==> config.mk <==
export PLATFORM = sky130hd
export DESIGN_NAME = shift_reg_deserializer
export DESIGN_NICKNAME = d
export VERILOG_FILES = /design/src/rtl/shift_reg_deserializer.sv
export SDC_FILE = /design/constraint.sdc
export NUM_CORES = 1
export LEC_CHECK = 0
export BUFFER_PORTS_ARGS = -buffer_cell sky130_fd_sc_hd__buf_2
export CAP_MARGIN = 10
export CORE_UTILIZATION = 45
export CTS_CLUSTER_SIZE = 16
export DETAILED_ROUTE_END_ITERATION = 16
export PLACE_DENSITY = 0.82
export SETUP_SLACK_MARGIN = 0.3
export SYNTH_ARGS = -nofsm -noshare
export SYNTH_HDL_FRONTEND = slang
export SYNTH_SLANG_ARGS = --single-unit
==> constraint.sdc <==
create_clock -name CLK -period 1.6 [get_ports CLK]
set_clock_uncertainty 0.2 [all_clocks]
set_input_delay 0.08 -clock CLK [delete_from_list [all_inputs] [get_ports CLK]]
set_output_delay 0.08 -clock CLK [all_outputs]
set_load 0.005 [all_outputs]
==> src/rtl/shift_reg_deserializer.sv <==
// Serial-to-parallel receiver: assembles WIDTH-bit words from a qualified serial stream and
// holds one finished word for a valid/ready consumer, flagging words lost to back-pressure.
module shift_reg_deserializer #(
    parameter int unsigned WIDTH     = 4,
    parameter int unsigned MSB_FIRST = 0
) (
    input  logic             CLK,
    input  logic             RESET,
    input  logic             S_IN,
    input  logic             S_VALID,
    input  logic             S_START,
    output logic [WIDTH-1:0] Q,
    output logic             Q_VALID,
    input  logic             Q_READY,
    output logic             BUSY,
    output logic             OVERRUN,
    input  logic             CLR_OVR
);

    localparam int unsigned CW = (WIDTH > 2) ? $clog2(WIDTH) : 1;
    localparam logic [CW-1:0] LastIdx = CW'(WIDTH - 1);

    typedef enum logic [0:0] {StIdle, StShift} state_e;

    state_e           r_state, w_state_d;
    logic [WIDTH-1:0] r_shift, w_shift_d;
    logic [CW-1:0]    r_count, w_count_d;
    logic [WIDTH-1:0] r_q, w_q_d;
    logic             r_q_valid, w_q_valid_d;
    logic             r_overrun, w_overrun_d;

    logic             w_capture;
    logic             w_restart;
    logic [CW-1:0]    w_k;
    int               w_pos;
    logic [WIDTH-1:0] w_word;
    logic             w_done;

    // A start bit always begins a fresh word, whether idle or mid-word.
    assign w_restart = S_VALID && S_START;
    assign w_capture = S_VALID && (S_START || (r_state == StShift));
    assign w_k       = w_restart ? '0 : r_count;
    assign w_done    = w_capture && !w_restart && (w_k == LastIdx);

    always_comb begin
        w_pos = (MSB_FIRST != 0) ? (int'(WIDTH) - 1 - int'(w_k)) : int'(w_k);
        w_word = w_restart ? '0 : r_shift;
        for (int i = 0; i < int'(WIDTH); i++) begin
            if (i == w_pos) begin
                w_word[i] = S_IN;
            end
        end
    end

    always_comb begin
        w_state_d = r_state;
        w_shift_d = r_shift;
        w_count_d = r_count;
        if (w_capture) begin
            if (w_done) begin
                w_state_d = StIdle;
                w_shift_d = '0;
                w_count_d = '0;
            end else begin
                w_state_d = StShift;
                w_shift_d = w_word;
                w_count_d = w_k + 1'b1;
            end
        end
    end

    always_comb begin
        w_q_d       = r_q;
        w_q_valid_d = r_q_valid;
        w_overrun_d = r_overrun;
        if (CLR_OVR) begin
            w_overrun_d = 1'b0;
        end
        if (w_done) begin
            // Consume and load on the same edge is lossless.
            if (!r_q_valid || Q_READY) begin
                w_q_d       = w_word;
                w_q_valid_d = 1'b1;
            end else begin
                w_overrun_d = 1'b1;
            end
        end else if (r_q_valid && Q_READY) begin
            w_q_valid_d = 1'b0;
        end
    end

    always_ff @(posedge CLK or posedge RESET) begin
        if (RESET) begin
            r_state   <= StIdle;
            r_shift   <= '0;
            r_count   <= '0;
            r_q       <= '0;
            r_q_valid <= 1'b0;
            r_overrun <= 1'b0;
        end else begin
            r_state   <= w_state_d;
            r_shift   <= w_shift_d;
            r_count   <= w_count_d;
            r_q       <= w_q_d;
            r_q_valid <= w_q_valid_d;
            r_overrun <= w_overrun_d;
        end
    end

    assign Q       = r_q;
    assign Q_VALID = r_q_valid;
    assign BUSY    = (r_state == StShift);
    assign OVERRUN = r_overrun;

endmodule

# Word level (Yosys, flattened, before mapping)
# Cells that the tools add are included.
# word_totals
elab_cells	40
out_inout_bits	7
ff_bits	13
in_bits	7
# op_classes
mux	15
n_reduce_logical	13
eq_ne	5
addsub	1
# ops
operator	count
1-bit 2-to-1 mux	11
4-bit 2-to-1 mux	2
1-bit logical AND	5
2-bit == test, first input constant	2
2-bit 2-to-1 mux	2
2-bit AND reduction	2
2-bit by 1-bit adder with 2-bit output, second input constant	1
1-bit by 2-bit == test with 1-bit output, first input constant	1
2-bit == test, second input constant	1
1-bit zero test	2
2-bit zero test	1
1-bit logical OR	2
2-bit by 1-bit != test with 1-bit output, second input constant	1
2-bit nonzero test	1

# Longest topological paths before layout
# Gate-level depths: netlist of run 1.
# logic_depth
depth_word	6
ltp_mapped	6
mapped_depth_nobuf	6

# Worst setup path before layout of run 1
# OpenSTA, ideal clock, no wires.
# synth_timing
path_kind	flip-flop to flip-flop
startpoint	register r_count[1]
endpoint	register r_shift[1]
setup_slack_ns	0.051
required_ns	1.304
setup_ns	0.096
t_arrival_ns	1.253
path_stages_with_launch	7
n_path_buf	1
period_less_slack_ns	1.549
cell_sequence	dfrtp_1 -> clkbuf_1 -> nand2_1 -> ha_1 -> nor2b_1 -> a22oi_1 -> o31ai_1
# synth_via
elab_chain_len	4
word_cells_on_any_way	6
cone_classes	eq/ne: 2; mux: 3; reduce/logical: 1
# synth_lines
element	line	text
from (decl)	27	logic [CW-1:0] r_count, w_count_d;
from (signal assigned)	103	r_count <= w_count_d;
2-bit 2-to-1 mux (*)	42	assign w_k = w_restart ? '0 : r_count;
2-bit == test (on tied branches)	49, 43	
1-bit 2-to-1 mux or 1-bit logical AND (tied branches)	49, 43	
4-bit 2-to-1 mux (*)	60	if (w_done) begin
to (signal assigned)	102	r_shift <= w_shift_d;
to (decl)	26	logic [WIDTH-1:0] r_shift, w_shift_d;
# Mark *: on every way between the ends. The rest lies on a longest branch, timed or not.
# A chain may end at the register's enable or synchronous reset.

# Worst setup path in the final report of run 1
# layout_timing
startpoint	register r_count[1]
endpoint	register r_q[0], in the netlist Q[0]
# layout_via
elab_chain_len	4
word_cells_on_any_way	6
cone_classes	eq/ne: 1; mux: 2; reduce/logical: 3
# layout_lines
element	line	text
2-bit 2-to-1 mux (*)	42	
2-bit == test	43	assign w_done = w_capture && !w_restart && (w_k == LastIdx);
1-bit logical AND	43	
2-bit AND reduction (no line)	--	
to (signal assigned)	104	r_q <= w_q_d;
to (decl)	28	logic [WIDTH-1:0] r_q, w_q_d;
# Marked as above.

==> results of run 1 <==
[state kept, by name, indices dropped and copies added, names as in the netlist]
name	count
BUSY	1
OVERRUN	1
Q	4
Q_VALID	1
r_count	2
r_shift	4
[cell families (layout without fill, tap and decap cells)]
| logic type | Yosys count | in the layout | share of synthesized area |
|---|---|---|---|
| compound gates | 17 | 17 | 0.200 |
| simple gates | 17 | 17 | 0.150 |
| flops | 13 | 13 | 0.514 |
| buf+inv | 6 | 35 | 0.0474 |
| mux | 4 | 4 | 0.0692 |
| fa+ha+maj | 1 | 1 | 0.0198 |
[cell usage after synthesis (all sizes together)]
master	count	area, sq um
dfrtp	13	325
a31oi	2	12.5
nand3	2	15.0
o41ai	1	16.3
mux2i	1	10.0
o31ai	2	15.0
a21oi	3	15.0
mux2	3	33.8
a22o	1	8.76
nand2b	1	6.26
a21bo	1	10.0
and2	2	15.0
nand2	7	26.3
o21a	1	7.51
o22ai	1	6.26
and4b	1	10.0
buf	1	11.3
inv	4	15.0
and3	1	6.26
nor2b	2	12.5
o2bb2ai	1	8.76
nor2	1	3.75
o21ai	2	10.0
clkbuf	1	3.75
a31o	1	8.76
a22oi	1	7.51
ha	1	12.5
[layer usage]
layer,vias up,GRT usage
met4,0,0.129
met3,7,0.0511
li1,268,-
met1,278,0.268
met2,23,0.447
met5,-,0
[worst paths after layout]
kind	cells past startpoint	slack, ns	end	startpoint
setup / recovery	3	0.10	Q[0]$_DFFE_PP0P_	r_count[1]$_DFFE_PP0P_
hold / removal	3	0.02	r_shift[0]$_DFFE_PP0P_	S_IN
setup reg to reg	3	0.10	Q[0]$_DFFE_PP0P_	r_count[1]$_DFFE_PP0P_
hold reg to reg	2	0.30	r_shift[1]$_DFFE_PP0P_	r_shift[1]$_DFFE_PP0P_
max in group asynchronous	3	0.67	r_count[0]$_DFFE_PP0P_	RESET
min in group asynchronous	3	0.15	Q[2]$_DFFE_PP0P_	RESET
[repair_timing]
action	4_1_cts	5_1_grt
buffers inserted	4	2
setup endpoints to repair	12	13
pin swaps	5	6
hold buffers	3	0
hold endpoints to repair	15	0
gates resized for setup	10	11
[per-stage QoR]
stage | util | cells | worst slack [ns] | area, sq um | hold WS, ns
2_1_floorplan | - | 58 | 0.159 | 694 | -0.243
3_3_place_gp | 0.608 | 89 | 0.0587 | 791 | -0.0857
3_5_place_dp | 0.608 | 89 | 0.0516 | 791 | -0.0714
4_1_cts | 0.703 | 100 | 0.106 | 915 | 0.0167
5_1_grt | 0.746 | 102 | 0.0896 | 971 | 0.0284
6_report | 0.746 | 102 | 0.105 | 971 | 0.0167
[worst max-delay path, cell delays in order (launching register included)]
cell and delay [ns]:
dfrtp_2 0.45, o2bb2ai_2 0.16, mux2_4 0.32, mux2_2 0.25
[area by class of cell]
type / count / area (sq um)
fillers: 88 / 330
repair buffers: 27 / 185
inverters: 4 / 15.0
flip-flops and latches: 13 / 328
clock buffers: 4 / 26.3
well taps: 15 / 18.8
multi-input cells: 39 / 398
[power breakdown]
part           switching [mW]  internal [mW]  leakage [nW]  total [mW]
sequential             0.0881          0.448         0.162       0.536
clock                   0.117         0.0970        0.0150       0.214
combinational           0.328          0.389         0.277       0.717
==> impl_metrics.csv, run 1 <==
group,metric,value,unit
status,outcome,"finished, final reports clean",
power_and_ir_drop,p_leak,0.455,nW
synthesis,seq_area_frac_synth,0.514,
clock_network,insertion_delay,0.29,ns
floorplanning,initial_utilization,0.487,
routing,wire_per_inst,16.1,um
worst_setup_path,cp_data_required_time,1.58,ns
timing,rsz0062_at_grt,"yes",
routing,drt_iter0_drc,11,
synthesis,synth_fp_nets,66,
routing,wl_met1,602,um
worst_setup_path,end_kind,"register",
routing,routed-wl-met3,81,um
power_and_ir_drop,peakVddDrop,1.08,mV
floorplanning,dieArea,0.00156,sq mm
routing,top_layer,"met4",
worst_setup_path,crit_fanout,5,
timing,slew_violations,0,
routing,route.met2.wl,906,um
global_route,grt-ovfl-total,0,
clock_network,cts-root-buf,"clkbuf_4",
synthesis,syn_avg_cell_area,10.9,sq um
floorplanning,fp.dieW,39.5,um
worst_setup_path,crit_arrival,1.48,ns
timing,worstMarginPinSlew,0.513,ns
timing,fin_crit,1.50,ns
floorplanning,die-height,39.5,um
routing,dr.pass1.iters,4,
hold_path,hold_class,"input port to register",
timing,setup_tns,0,ns
routing,routed_wl,1640,um
global_route,grt_pass1_wl,2400,um
synthesis,ys_ff_latch,13,
global_route,grt_antenna_before_repair,0,
cells_and_area,antenna_cells,0,
global_route,grt_max_degree,14,
timing,hold_viol_final,0,
power_and_ir_drop,total_power,1.47,mW
placed_design,portBuffers,13,
clock_network,cts_tree,"built",
synthesis,synth_cell_types,30,
floorplanning,ios,14,
synthesis,synth_cells,58,
routing,drc_errors,0,
synthesis,syn_area,633,sq um
clock_network,clk_pin_slew,0.09,ns
cells_and_area,final_common_cell,"buf_2",
placed_design,gp_congestion,0.870,
cells_and_area,drive_gt1_frac,0.632,
clock_network,cts_sinks,13,
routing,viasPerCell,5.65,
floorplanning,coreArea,0.00130,sq mm
clock_network,cts-htree-levels,1,
flow_run,maxCapViolations,0,
global_route,first_global_vias,548,
clock_network,cts_buffers,3,
cells_and_area,final_nets,96,
routing,num_vias,576,
cells_and_area,area_delta_synth_final,53.4,%
synthesis,yosys_warnings,0,
floorplanning,rows,13,
placed_design,hpwl,1020,um
timing,max_freq,669,MHz
timing,finalCritPeriodShare,0.934,
worst_setup_path,crit_type,"register to register",
timing,setup_viol,0,
timing,maxSlewHeadroom,0.657,
global_route,grt_usage,0.249,
worst_setup_path,cp-start-kind,"register",
clock_network,clk_path_buf_depth,2,
routing,ant_nets,0,
cells_and_area,final_cell_mix,"buf_2, dfrtp_1, buf_4",
power_and_ir_drop,p_per_area,1510,mW/mm^2
Power figures use the tool's default switching activity.
==> run 2: changes to the inputs <==
ABC_AREA = 0   (was unset)
GPL_ROUTABILITY_DRIVEN = 0   (was unset)
clock period = 1.25 ns   (was 1.6 ns; I/O delays follow)
==> impl_metrics.csv, run 2 (synthesized netlist as in run 1, its figures left out) <==
group,metric,value,unit
worst_setup_path,r2r_slack,-0.30,ns
power_and_ir_drop,p_switching,722,uW
placed_design,placed_area,870,sq um
clock_network,cts-root-buf,"clkbuf_4",
floorplanning,fp.dieW,39.5,um
routing,drc_errors,0,
floorplanning,initial_utilization,0.487,
floorplanning,rows,13,
timing,setup_tns,-2.48,ns
timing,finalCritPeriodShare,1.24,
status,violations,"negative setup slack",
worst_setup_path,path_depth,3,
routing,ant_nets,0,
worst_setup_path,r2r_cells,3,
power_and_ir_drop,p_per_area,1890,mW/mm^2
cells_and_area,final_util,0.799,
hold_path,hold_end,"Q[1]$_DFFE_PP0P_",
flow_run,maxCapViolations,0,
clock_network,cts_buffers,3,
cells_and_area,area_delta_synth_final,64.2,%
worst_setup_path,reg2reg_from,"r_count[0]$_DFFE_PP0P_",
floorplanning,coreArea,0.00130,sq mm
worst_setup_path,cp-start-kind,"register",
timing,worstMarginPinSlew,0.308,ns
timing,setup_viol,12,
global_route,grt_pass1_wl,2790,um
clock_network,clk_pin_slew,0.08,ns
hold_path,whs_path_depth,3,
worst_setup_path,rr_endpoint,"Q[3]$_DFFE_PP0P_",
hold_path,hold_class,"input port to register",
power_and_ir_drop,clkPwrFrac,0.138,
hold_path,min_from,"S_IN",
status,outcome,"finished, violations left",
timing,hold_viol_final,0,
clock_network,cts_sinks,13,
clock_network,cts_tree,"built",
timing,fin_crit,1.55,ns
cells_and_area,final_area,0.00104,sq mm
clock_network,cts-htree-levels,1,
global_route,grt_usage,0.281,
timing,rsz0062_at_grt,"yes",
worst_setup_path,crit_type,"register to register",
timing,worst_slack,-0.299,ns
global_route,use_met3,0.0682,
power_and_ir_drop,peakVddDrop,1.57,mV
worst_setup_path,cp_data_required_time,1.22,ns
cells_and_area,final_cell_count_no_fill,109,
clock_network,clk_path_buf_depth,2,
worst_setup_path,end_kind,"register",
timing,slew_violations,0,
cells_and_area,antenna_cells,0,
placed_design,place_inst,99,
placed_design,portBuffers,13,
floorplanning,dieArea,0.00156,sq mm
cells_and_area,final_cell_mix,"buf_4, dfrtp_1, buf_2",
worst_setup_path,crit_fanout,6,
cells_and_area,final_nets,103,
worst_setup_path,crit_arrival,1.52,ns
global_route,grt-ovfl-total,0,
cells_and_area,final_common_cell,"buf_4",
worst_setup_path,crit_path_cell_trace,"and4b_2, nand3_4, mux2_4",
global_route,busiest_layer,"met2",
placed_design,hpwl,1200,um
global_route,grtUsageMet1,0.339,
floorplanning,ios,14,
power_and_ir_drop,swShare,0.367,
routing,wire_per_inst,17.7,um
clock_network,insertion_delay,0.28,ns
timing,hold_slack,0.0234,ns
global_route,grt_max_degree,14,
timing,maxSlewHeadroom,0.794,
timing,max_freq,646,MHz
worst_setup_path,crit_family,"simple AND/OR/NAND/NOR gates",
power_and_ir_drop,p_leak,0.493,nW
global_route,grt_antenna_before_repair,0,
cells_and_area,drive_gt1_frac,0.649,
worst_setup_path,critPathMaxStageDelay,0.42,ns
routing,routed_wl,1930,um
routing,viasPerCell,5.74,
power_and_ir_drop,total_power,1.97,mW
routing,dr.pass1.iters,4,
floorplanning,die-height,39.5,um
routing,num_vias,626,
power_and_ir_drop,intPower,1.24,mW
worst_setup_path,cp_num_buf_inv,0,
worst_setup_path,crit_slowest_cell,"dfrtp_1",
placed_design,dp_slack,-0.269,ns
global_route,use_met2,0.443,
power_and_ir_drop,power_frac_comb,0.516,
power_and_ir_drop,power_frac_seq,0.346,
routing,drt_iter0_drc,22,
global_route,first_global_vias,629,
run 2: power groups by stage:
stage / logic [mW] / clock network [mW] / registers (mW)
after floorplan: 0.487 / 0 / 0.672
after global placement: 0.740 / 0 / 0.670
after detailed placement: 0.771 / 0 / 0.678
after CTS: 0.941 / 0.270 / 0.670
after global routing: 1.09 / 0.294 / 0.699
final: 1.01 / 0.272 / 0.681
run 2: worst min-delay path, stage by stage:
cell     delay [ns]
buf_2          0.16
a22oi_2        0.11
a31oi_1        0.13
run 2: cell type report:
type | instances | area (sq um)
Clock buffer | 4 | 26.3
Fill cell | 76 | 262
Inverter | 4 | 18.8
Multi-Input combinational cell | 39 | 393
Sequential cell | 13 | 327
Tap cell | 15 | 18.8
Timing Repair Buffer | 34 | 256
run 2: worst max-delay path by stage:
stage	start	endpoint
final	r_count[0]$_DFFE_PP0P_	Q[3]$_DFFE_PP0P_
after global routing	r_count[0]$_DFFE_PP0P_	Q[3]$_DFFE_PP0P_
after CTS	r_count[1]$_DFFE_PP0P_	Q[0]$_DFFE_PP0P_
after detailed placement	r_count[0]$_DFFE_PP0P_	Q[3]$_DFFE_PP0P_
after global placement	r_count[1]$_DFFE_PP0P_	Q[0]$_DFFE_PP0P_
after floorplan	r_count[0]$_DFFE_PP0P_	Q[0]$_DFFE_PP0P_
run 2: routing by layer:
layer | wire (um) | vias up
li1 | - | 279
met1 | 812 | 325
met2 | 1020 | 16
met3 | 48 | 6
met4 | 46 | 0
met5 | 0 | -
run 2: what timing repair did:
| item | 4_1_cts | 5_1_grt |
|---|---|---|
| cloned | 0 | 0 |
| buffers inserted | 2 | 2 |
| pin swaps | 4 | 3 |
| endpoints found under the hold margin | 14 | 0 |
| setup endpoints to repair | 20 | 33 |
| resized for setup | 16 | 6 |
| hold buffers | 2 | 0 |
